[config.mk]
export PLATFORM = sky130hd
export DESIGN_NAME = vx_bitmask_encoder
export DESIGN_NICKNAME = d
export VERILOG_FILES = /design/src/rtl/vx_bitmask_encoder.sv
export SDC_FILE = /design/constraint.sdc
export NUM_CORES = 1
export LEC_CHECK = 0
export CORE_ASPECT_RATIO = 1.4
export CORE_MARGIN = 5
export CORE_UTILIZATION = 25
export DETAILED_ROUTE_END_ITERATION = 8
export HOLD_SLACK_MARGIN = 0.02
export PLACE_DENSITY = 0.54
export SLEW_MARGIN = 20
export SYNTH_ARGS = -nofsm -noshare
export SYNTH_HDL_FRONTEND = slang
export SYNTH_SLANG_ARGS = --single-unit
[constraint.sdc]
create_clock -name clk -period 1.93 [get_ports clk]
set_input_delay 0.386 -clock clk [delete_from_list [all_inputs] [get_ports clk]]
set_output_delay 0.386 -clock clk [all_outputs]
set_load 0.01 [all_outputs]
[src/rtl/vx_bitmask_encoder.sv]
// Streams the set-bit indices of an accepted bitmask, LANES indices per beat, in scan order.
// Optional macro VX_BITMASK_ENCODER_POPCOUNT_EN adds count_out (set-bit total of the accepted mask).
module vx_bitmask_encoder #(
    parameter int N       = 8,
    parameter int LANES   = 1,
    parameter int REVERSE = 0,
    parameter int LN      = (N > 1) ? $clog2(N) : 1
) (
    input  logic                  clk,
    input  logic                  reset,
    input  logic                  valid_in,
    input  logic [N-1:0]          data_in,
    output logic                  ready_in,
    output logic                  valid_out,
    output logic [LANES*LN-1:0]   index_out,
    output logic [LANES-1:0]      lane_valid_out,
    output logic                  last_out,
`ifdef VX_BITMASK_ENCODER_POPCOUNT_EN
    output logic [$clog2(N+1)-1:0] count_out,
`endif
    input  logic                  ready_out
);

    typedef enum logic {IDLE, BUSY} state_e;

    state_e                state_q, state_d;
    logic [N-1:0]          mask_q, mask_d;
    logic [LANES*LN-1:0]   idx_q, idx_d;
    logic [LANES-1:0]      lv_q, lv_d;
    logic                  last_q, last_d;

    logic [N-1:0]          src_c, rest_c;
    logic [LANES*LN-1:0]   idx_c;
    logic [LANES-1:0]      lv_c;
    logic                  load_c;

    function automatic int scan_pos(input int i);
        return (REVERSE != 0) ? (N - 1 - i) : i;
    endfunction

    // Pick the next beat: the first LANES set bits of the source mask; rest_c is what remains.
    always_comb begin
        src_c  = (state_q == BUSY && !last_q) ? mask_q : data_in;
        rest_c = src_c;
        idx_c  = '0;
        lv_c   = '0;
        for (int k = 0; k < LANES; k++) begin
            for (int i = 0; i < N; i++) begin
                if (!lv_c[k] && rest_c[scan_pos(i)]) begin
                    lv_c[k]              = 1'b1;
                    idx_c[k*LN +: LN]    = LN'(scan_pos(i));
                    rest_c[scan_pos(i)]  = 1'b0;
                end
            end
        end
    end

    always_comb begin
        state_d = state_q;
        mask_d  = mask_q;
        idx_d   = idx_q;
        lv_d    = lv_q;
        last_d  = last_q;
        load_c  = 1'b0;
        case (state_q)
            IDLE: begin
                if (valid_in) load_c = 1'b1;
            end
            BUSY: begin
                if (ready_out) begin
                    if (!last_q || valid_in) begin
                        load_c = 1'b1;
                    end else begin
                        state_d = IDLE;
                        mask_d  = '0;
                        idx_d   = '0;
                        lv_d    = '0;
                        last_d  = 1'b0;
                    end
                end
            end
            default: state_d = IDLE;
        endcase
        if (load_c) begin
            state_d = BUSY;
            mask_d  = rest_c;
            idx_d   = idx_c;
            lv_d    = lv_c;
            last_d  = (rest_c == '0);
        end
    end

    always_ff @(posedge clk) begin
        if (reset) begin
            state_q <= IDLE;
            mask_q  <= '0;
            idx_q   <= '0;
            lv_q    <= '0;
            last_q  <= 1'b0;
        end else begin
            state_q <= state_d;
            mask_q  <= mask_d;
            idx_q   <= idx_d;
            lv_q    <= lv_d;
            last_q  <= last_d;
        end
    end

`ifdef VX_BITMASK_ENCODER_POPCOUNT_EN
    localparam int unsigned CW = $clog2(N + 1);
    logic [CW-1:0] cnt_q, cnt_d, pop_c;

    // Population count is captured only when a fresh mask is accepted.
    always_comb begin
        pop_c = '0;
        for (int i = 0; i < N; i++) begin
            pop_c = pop_c + CW'(data_in[i]);
        end
        cnt_d = (valid_in && ready_in) ? pop_c : cnt_q;
    end

    always_ff @(posedge clk) begin
        if (reset) cnt_q <= '0;
        else       cnt_q <= cnt_d;
    end

    assign count_out = cnt_q;
`endif

    // ready_out reaches ready_in only to allow a zero-bubble hand-over on the last beat.
    assign ready_in       = (state_q == IDLE) || (ready_out && last_q);
    assign valid_out      = (state_q == BUSY);
    assign index_out      = idx_q;
    assign lane_valid_out = lv_q;
    assign last_out       = last_q;

endmodule

==> flow_summary.ini, run 1 <==
[clocking]
clock_sinks = 13
cts_hold_buf = 0
clock_latency_ns = 0.25
clkTransAtPathRegs_ns = 0.06
root_buffer = clkbuf_8
cts_tree = built
htree_levels = 1
clockBufferDepth = 2
cts_made_buffers = 3

[setup_path]
crit_fanout = 7
end_kind = output pin
crit_arrival_ns = 1.43
r2r_start = last_out
cp-start-kind = register
crit_path_start = last_out
path_class = reg -> out
worstPathRequired_ns = 1.54

[power_and_ir_drop]
p_leak_nw = 0.510
vdd_drop_max_mv = 0.416
p_per_area_nw_per_um2 = 662

[timing]
setup_tns_ns = 0
setup_violations = 0
report.final.slew_viol_count = 0
fin_skew_ns = 0.00184
finalHoldViolations = 0
slew-limit-headroom_pct = 75.3
setup_slack_ns = 0.112
period_needed_ns = 1.82
period_share_pct = 94.2
tightest_slew_ns = 0.370
rsz0062_at_grt = false
fmax_mhz = 550

[synth]
synth_top_family_by_area = compound AO/OA/AOI/OAI gates
muxShareOfSynthArea_pct = 8.09
synth-seq-area-share_pct = 29.0
synthXorXnorAreaFrac_pct = 0
ys_async_sr_fraction_pct = 0
synth.ff_latch_count = 13
synth_compound_area_share_pct = 29.6
synth-simple-area-share_pct = 26.6
synthDistinctLibCells = 38
synthFlopType = dfxtp_1
syn-num-nets = 119
ys_warn_count = 0
synth_fa_ha_area_share_pct = 0
postSynthCellCount = 107
netlist_area_um2 = 897
syn_avg_cell_area_um2 = 8.38
synth_edf_count = 0

[grt]
grt_pass1_vias = 979
grt_pass1_wl_um = 4400
antenna_found_initial = 0
grt-ovfl-total = 0
grt_max_degree = 13
track_usage_pct = 11.7

[place]
place_area_um2 = 1250
place_ws_ns = -0.158
portBuffers = 18
dpl.hpwl_um = 2030
place_congestion = 0.781

[floorplanning]
initial_core_util_pct = 26.3
io_pins = 19
placeableCoreArea_um2 = 3410
rows = 25
die_y_um = 80.9
fp.dieW_um = 60.6
fp.dieArea_um2 = 4900

[drt]
wl_per_cell_um = 14.3
via_count = 966
dr.pass1.iters = 4
antenna_left = 0
drc = 0
via_per_inst = 5.19
wirelength_um = 2660
drtIter0Drc = 32

[layout]
diodes = 0
multi_input_comb_area_um2 = 577
final_area_um2 = 1290
fin_nets = 159
seq_area_um2 = 260
drive_gt1_share_pct = 25.3
fill_cells = 344
area_growth_pct = 44.4

[run]
cap_violations = 0

[hold_path]
min-delay-start = index_out[2]
min_path_type = reg -> reg

[outcome]
outcome = complete, no violations
==> power breakdown <==
group	total, W	internal (W)	switching [W]
logic	0.000291	0.000153	0.000137
clock network	0.000258	0.000146	0.000111
registers	0.000309	0.000288	0.0000206
==> synth_stat cells (2+ instances only) <==
cell type / n / area (µm²)
or4b_4: 2 / 27.5
o31ai_4: 2 / 42.5
a32oi_1: 3 / 26.3
o21ai_1: 3 / 15.0
a22oi_1: 2 / 15.0
nor3_1: 3 / 15.0
nand2_1: 10 / 37.5
clkbuf_1: 2 / 7.51
a31oi_1: 2 / 12.5
o21ai_0: 4 / 20.0
a21oi_1: 11 / 55.1
dfxtp_1: 13 / 260
nand4_1: 2 / 12.5
nor2_1: 11 / 41.3
mux2i_1: 5 / 50.1
nand3_1: 3 / 15.0
inv_1: 4 / 15.0
o31ai_1: 2 / 15.0
nor2b_1: 2 / 12.5
buf_6: 3 / 33.8
==> cell usage in the layout (no fill, tap or decap), drive strengths merged, types with 3 or more instances in the layout <==
cell type / netlist / layout
o21ai: 7 / 7
nand2: 10 / 10
o31ai: 4 / 4
nor3: 3 / 3
buf: 3 / 22
nand3: 4 / 4
dfxtp: 13 / 13
nor2: 11 / 11
a21oi: 11 / 11
inv: 5 / 5
a32oi: 3 / 3
mux2i: 6 / 6
clkdlybuf4s50: 0 / 17
clkbuf: 2 / 4
==> timing repair <==
action,4_1_cts,5_1_grt
gates resized for setup,1,0
setup endpoints to repair,1,0
setup buffers,0,0
==> final timing paths <==
kind	endpoint	cells past startpoint	slack (ns)
min reg2reg	index_out[2]	2	0.45
min	index_out[2]	2	0.45
max	last_out	2	0.11
max reg2reg	last_out	5	0.12
==> routing by layer <==
metal | share of wire [%] | track usage (%)
met2 | 50 | 20.3
met3 | 4.5 | 3.18
met4 | 1.6 | 5.21
met5 | 0 | 0
met1 | 44 | 12.8
==> critical path, stage by stage, from the launching register on <==
cell             delay (ns)
dfxtp_1                0.48
buf_4                  0.17
clkdlybuf4s50_1        0.53
==> sequential cells by signal (all words and copies together) (netlist names) <==
name / count
valid_out: 1
lane_valid_out: 1
index_out: 3
mask_q: 7
last_out: 1
==> area by class of cell <==
| cell class | count | area share, % |
|---|---|---|
| Tap cell | 40 | 3.86 |
| Timing Repair Buffer | 40 | 26.6 |
| Inverter | 5 | 1.45 |
| Clock buffer | 4 | 3.48 |
| Multi-Input combinational cell | 84 | 44.5 |
| Sequential cell | 13 | 20.1 |
==> cells by family after synthesis <==
family | count (synthesis)
muxes | 6
DFF | 13
buffers and inverters | 10
AOI/OAI and AO/OA | 36
and+or+nand+nor | 42
==> metrics by stage <==
step	hold WS (ns)	util, %	std cells	total power (W)
6_report	0.452	38.0	186	0.000857
4_1_cts	0.459	38.0	186	0.000863
3_5_place_dp	0.447	36.7	182	0.000604
3_3_place_gp	0.442	36.7	182	0.000603
5_1_grt	0.501	38.0	186	0.000899
2_1_floorplan	0.455	-	107	0.000473
Note: power is estimated with default switching activity, not from simulation.
==> inputs of run 2 (changes only) <==
- SLEW_MARGIN: 20 -> not set
- clock period: 1.93 -> 2.4 ns (I/O delays scaled with it)
==> run 2 against run 1 <==
Against the previous run: cell count fell by 7.5%; critical endpoint is now ready_in; hold slack better by 0.0037 ns; final area down 8.0%; wire length down 6.2%; first-iteration DRC count is 31% lower; register-to-register slack better by 0.38 ns; worst setup slack improved by 0.0049 ns; global-route usage is 0.32 points lower; non-clock buffer count decreased by 14; largest cell class unchanged.
==> flow_summary.ini, run 2 (same netlist as run 1, synthesis figures left out) <==
[timing]
period_share_pct = 95.1
fin_skew_ns = 0.00242
report.final.slew_viol_count = 0
period_needed_ns = 2.28
fmax_mhz = 438
finalHoldViolations = 0
setup_violations = 0
tightest_slew_ns = 0.492
timing.hold.ws_ns = 0.456
setup_tns_ns = 0
slew-limit-headroom_pct = 67.1
rsz0062_at_grt = false

[clocking]
cts_setup_buffers = 0
clock_sinks = 13
clock_latency_ns = 0.25
cts_resized = 0
cts_hold_buf = 0
clockBufferDepth = 2
htree_levels = 1
cts_tree = built
clkTransAtPathRegs_ns = 0.06
root_buffer = clkbuf_8
cts_made_buffers = 3

[floorplanning]
rows = 25
placeableCoreArea_um2 = 3410
fp.dieArea_um2 = 4900
io_pins = 19
fp.dieW_um = 60.6
die_y_um = 80.9
initial_core_util_pct = 26.3

[setup_path]
crit_path_max_incr_delay_ns = 0.53
critPathSlowestCell = clkdlybuf4s50_1
r2r_start = last_out
r2r-end = last_out
path_class = in -> out
crit_top_cell = clkdlybuf4s50_1
r2r_slack_ns = 0.50
path_cells = clkdlybuf4s50_1, nand2_1, and2_2, inv_1, clkdlybuf4s50_1
crit_fanout = 3
r2r_cells = 5
worstPathRequired_ns = 1.92
end_kind = output pin
cp-start-kind = input pin
crit_arrival_ns = 1.80

[drt]
wirelength_um = 2490
dr.pass1.iters = 4
via_count = 916
drc = 0
wl_per_cell_um = 14.5
drtIter0Drc = 22
antenna_left = 0
via_per_inst = 5.33

[grt]
grt_max_degree = 15
track_usage_pct = 11.4
grt-ovfl-total = 0
grt_pass1_vias = 940
grt_pass1_wl_um = 4220
antenna_found_initial = 0

[layout]
regMostFlops = mask_q
diodes = 0
final_cell_mix = clkdlybuf4s50_1 (18), dfxtp_1 (13), nor2_1 (11), a21oi_1 (11), nand2_1 (10)
largest_reg_flops = 7
final_area_um2 = 1190
fin_nets = 145
final_common_cell = clkdlybuf4s50_1
area_growth_pct = 32.8
drive_gt1_share_pct = 17.4
fin_util_pct = 34.9

[hold_path]
min_path_type = reg -> reg
holdPathEnd = lane_valid_out
min-delay-start = lane_valid_out
whs_path_depth = 2

[power_and_ir_drop]
p_switching_w = 0.000211
sequentialPowerShare_pct = 37.7
sw_frac_of_total_pct = 31.9
p_leak_nw = 0.442
power_w = 0.000662
power_frac_clock_pct = 31.3
p_per_area_nw_per_um2 = 556
p_comb_share_pct = 31.0
vdd_drop_max_mv = 0.314
p_int_w = 0.000450

[place]
place_area_um2 = 1150
place_congestion = 0.771
portBuffers = 18
dpl.hpwl_um = 1900

[run]
cap_violations = 0

[outcome]
outcome = complete, no violations
## run 2: cell types whose count changed in the layout (fill, tap and decap cells not counted), sizes merged
| cell | before | now |
|---|---|---|
| clkdlybuf4s50 | 17 | 18 |
| buf | 22 | 8 |
| dlygate4sd2 | 1 | 0 |
## run 2: metal layers
metal | up-vias | wire [µm] | track usage, % | share of wire [%]
met4 | 0 | 79 | 7.38 | 3.2
met3 | 7 | 84 | 1.91 | 3.4
li1 | 448 | - | - | -
met2 | 21 | 1260 | 18.8 | 51
met5 | - | 0 | 0 | 0
met1 | 440 | 1070 | 13.0 | 43
## run 2: worst max-delay path, delay by kind of cell
kind	cells	cell delay [ns]
buffers and inverters	3	1.06
AND/OR/NAND/NOR	2	0.26
## run 2: how the worst max path moves through the flow
stage | from | to | slack, ns | depth (start not counted)
6_report | ready_out | ready_in | 0.12 | 5
5_1_grt | ready_out | ready_in | 0.08 | 5
4_1_cts | ready_out | ready_in | 0.11 | 5
3_5_place_dp | ready_out | ready_in | 0.11 | 5
3_3_place_gp | ready_out | ready_in | 0.13 | 5
2_1_floorplan | valid_out | last_out | 0.72 | 5
## run 2: final cells by class
cell class | instances | area (µm²)
Multi-Input combinational cell | 84 | 577
Tap cell | 40 | 50.0
Inverter | 5 | 18.8
Sequential cell | 13 | 260
Clock buffer | 4 | 45.0
Timing Repair Buffer | 26 | 240
Fill cell | 350 | 2220
## run 2: metrics by stage
step,std cells,worst slack [ns]
global placement,168,0.132
global route,172,0.0827
finish,172,0.116
floorplan,107,0.723
CTS,172,0.110
detailed placement,168,0.112
## run 2: power groups by stage
stage	Sequential [W]	Combinational [W]	Clock, W
after floorplan	0.000253	0.000127	0
after global placement	0.000254	0.000202	0
after detailed placement	0.000254	0.000203	0
after CTS	0.000249	0.000205	0.000212
after global routing	0.000252	0.000223	0.000219
final	0.000250	0.000205	0.000207
==> inputs of run 3 (changes only) <==
- CTS_CLUSTER_DIAMETER: not set -> 60
==> results of run 3 <==
Same layout as run 2: the final DEF is identical, and so are final timing and power.
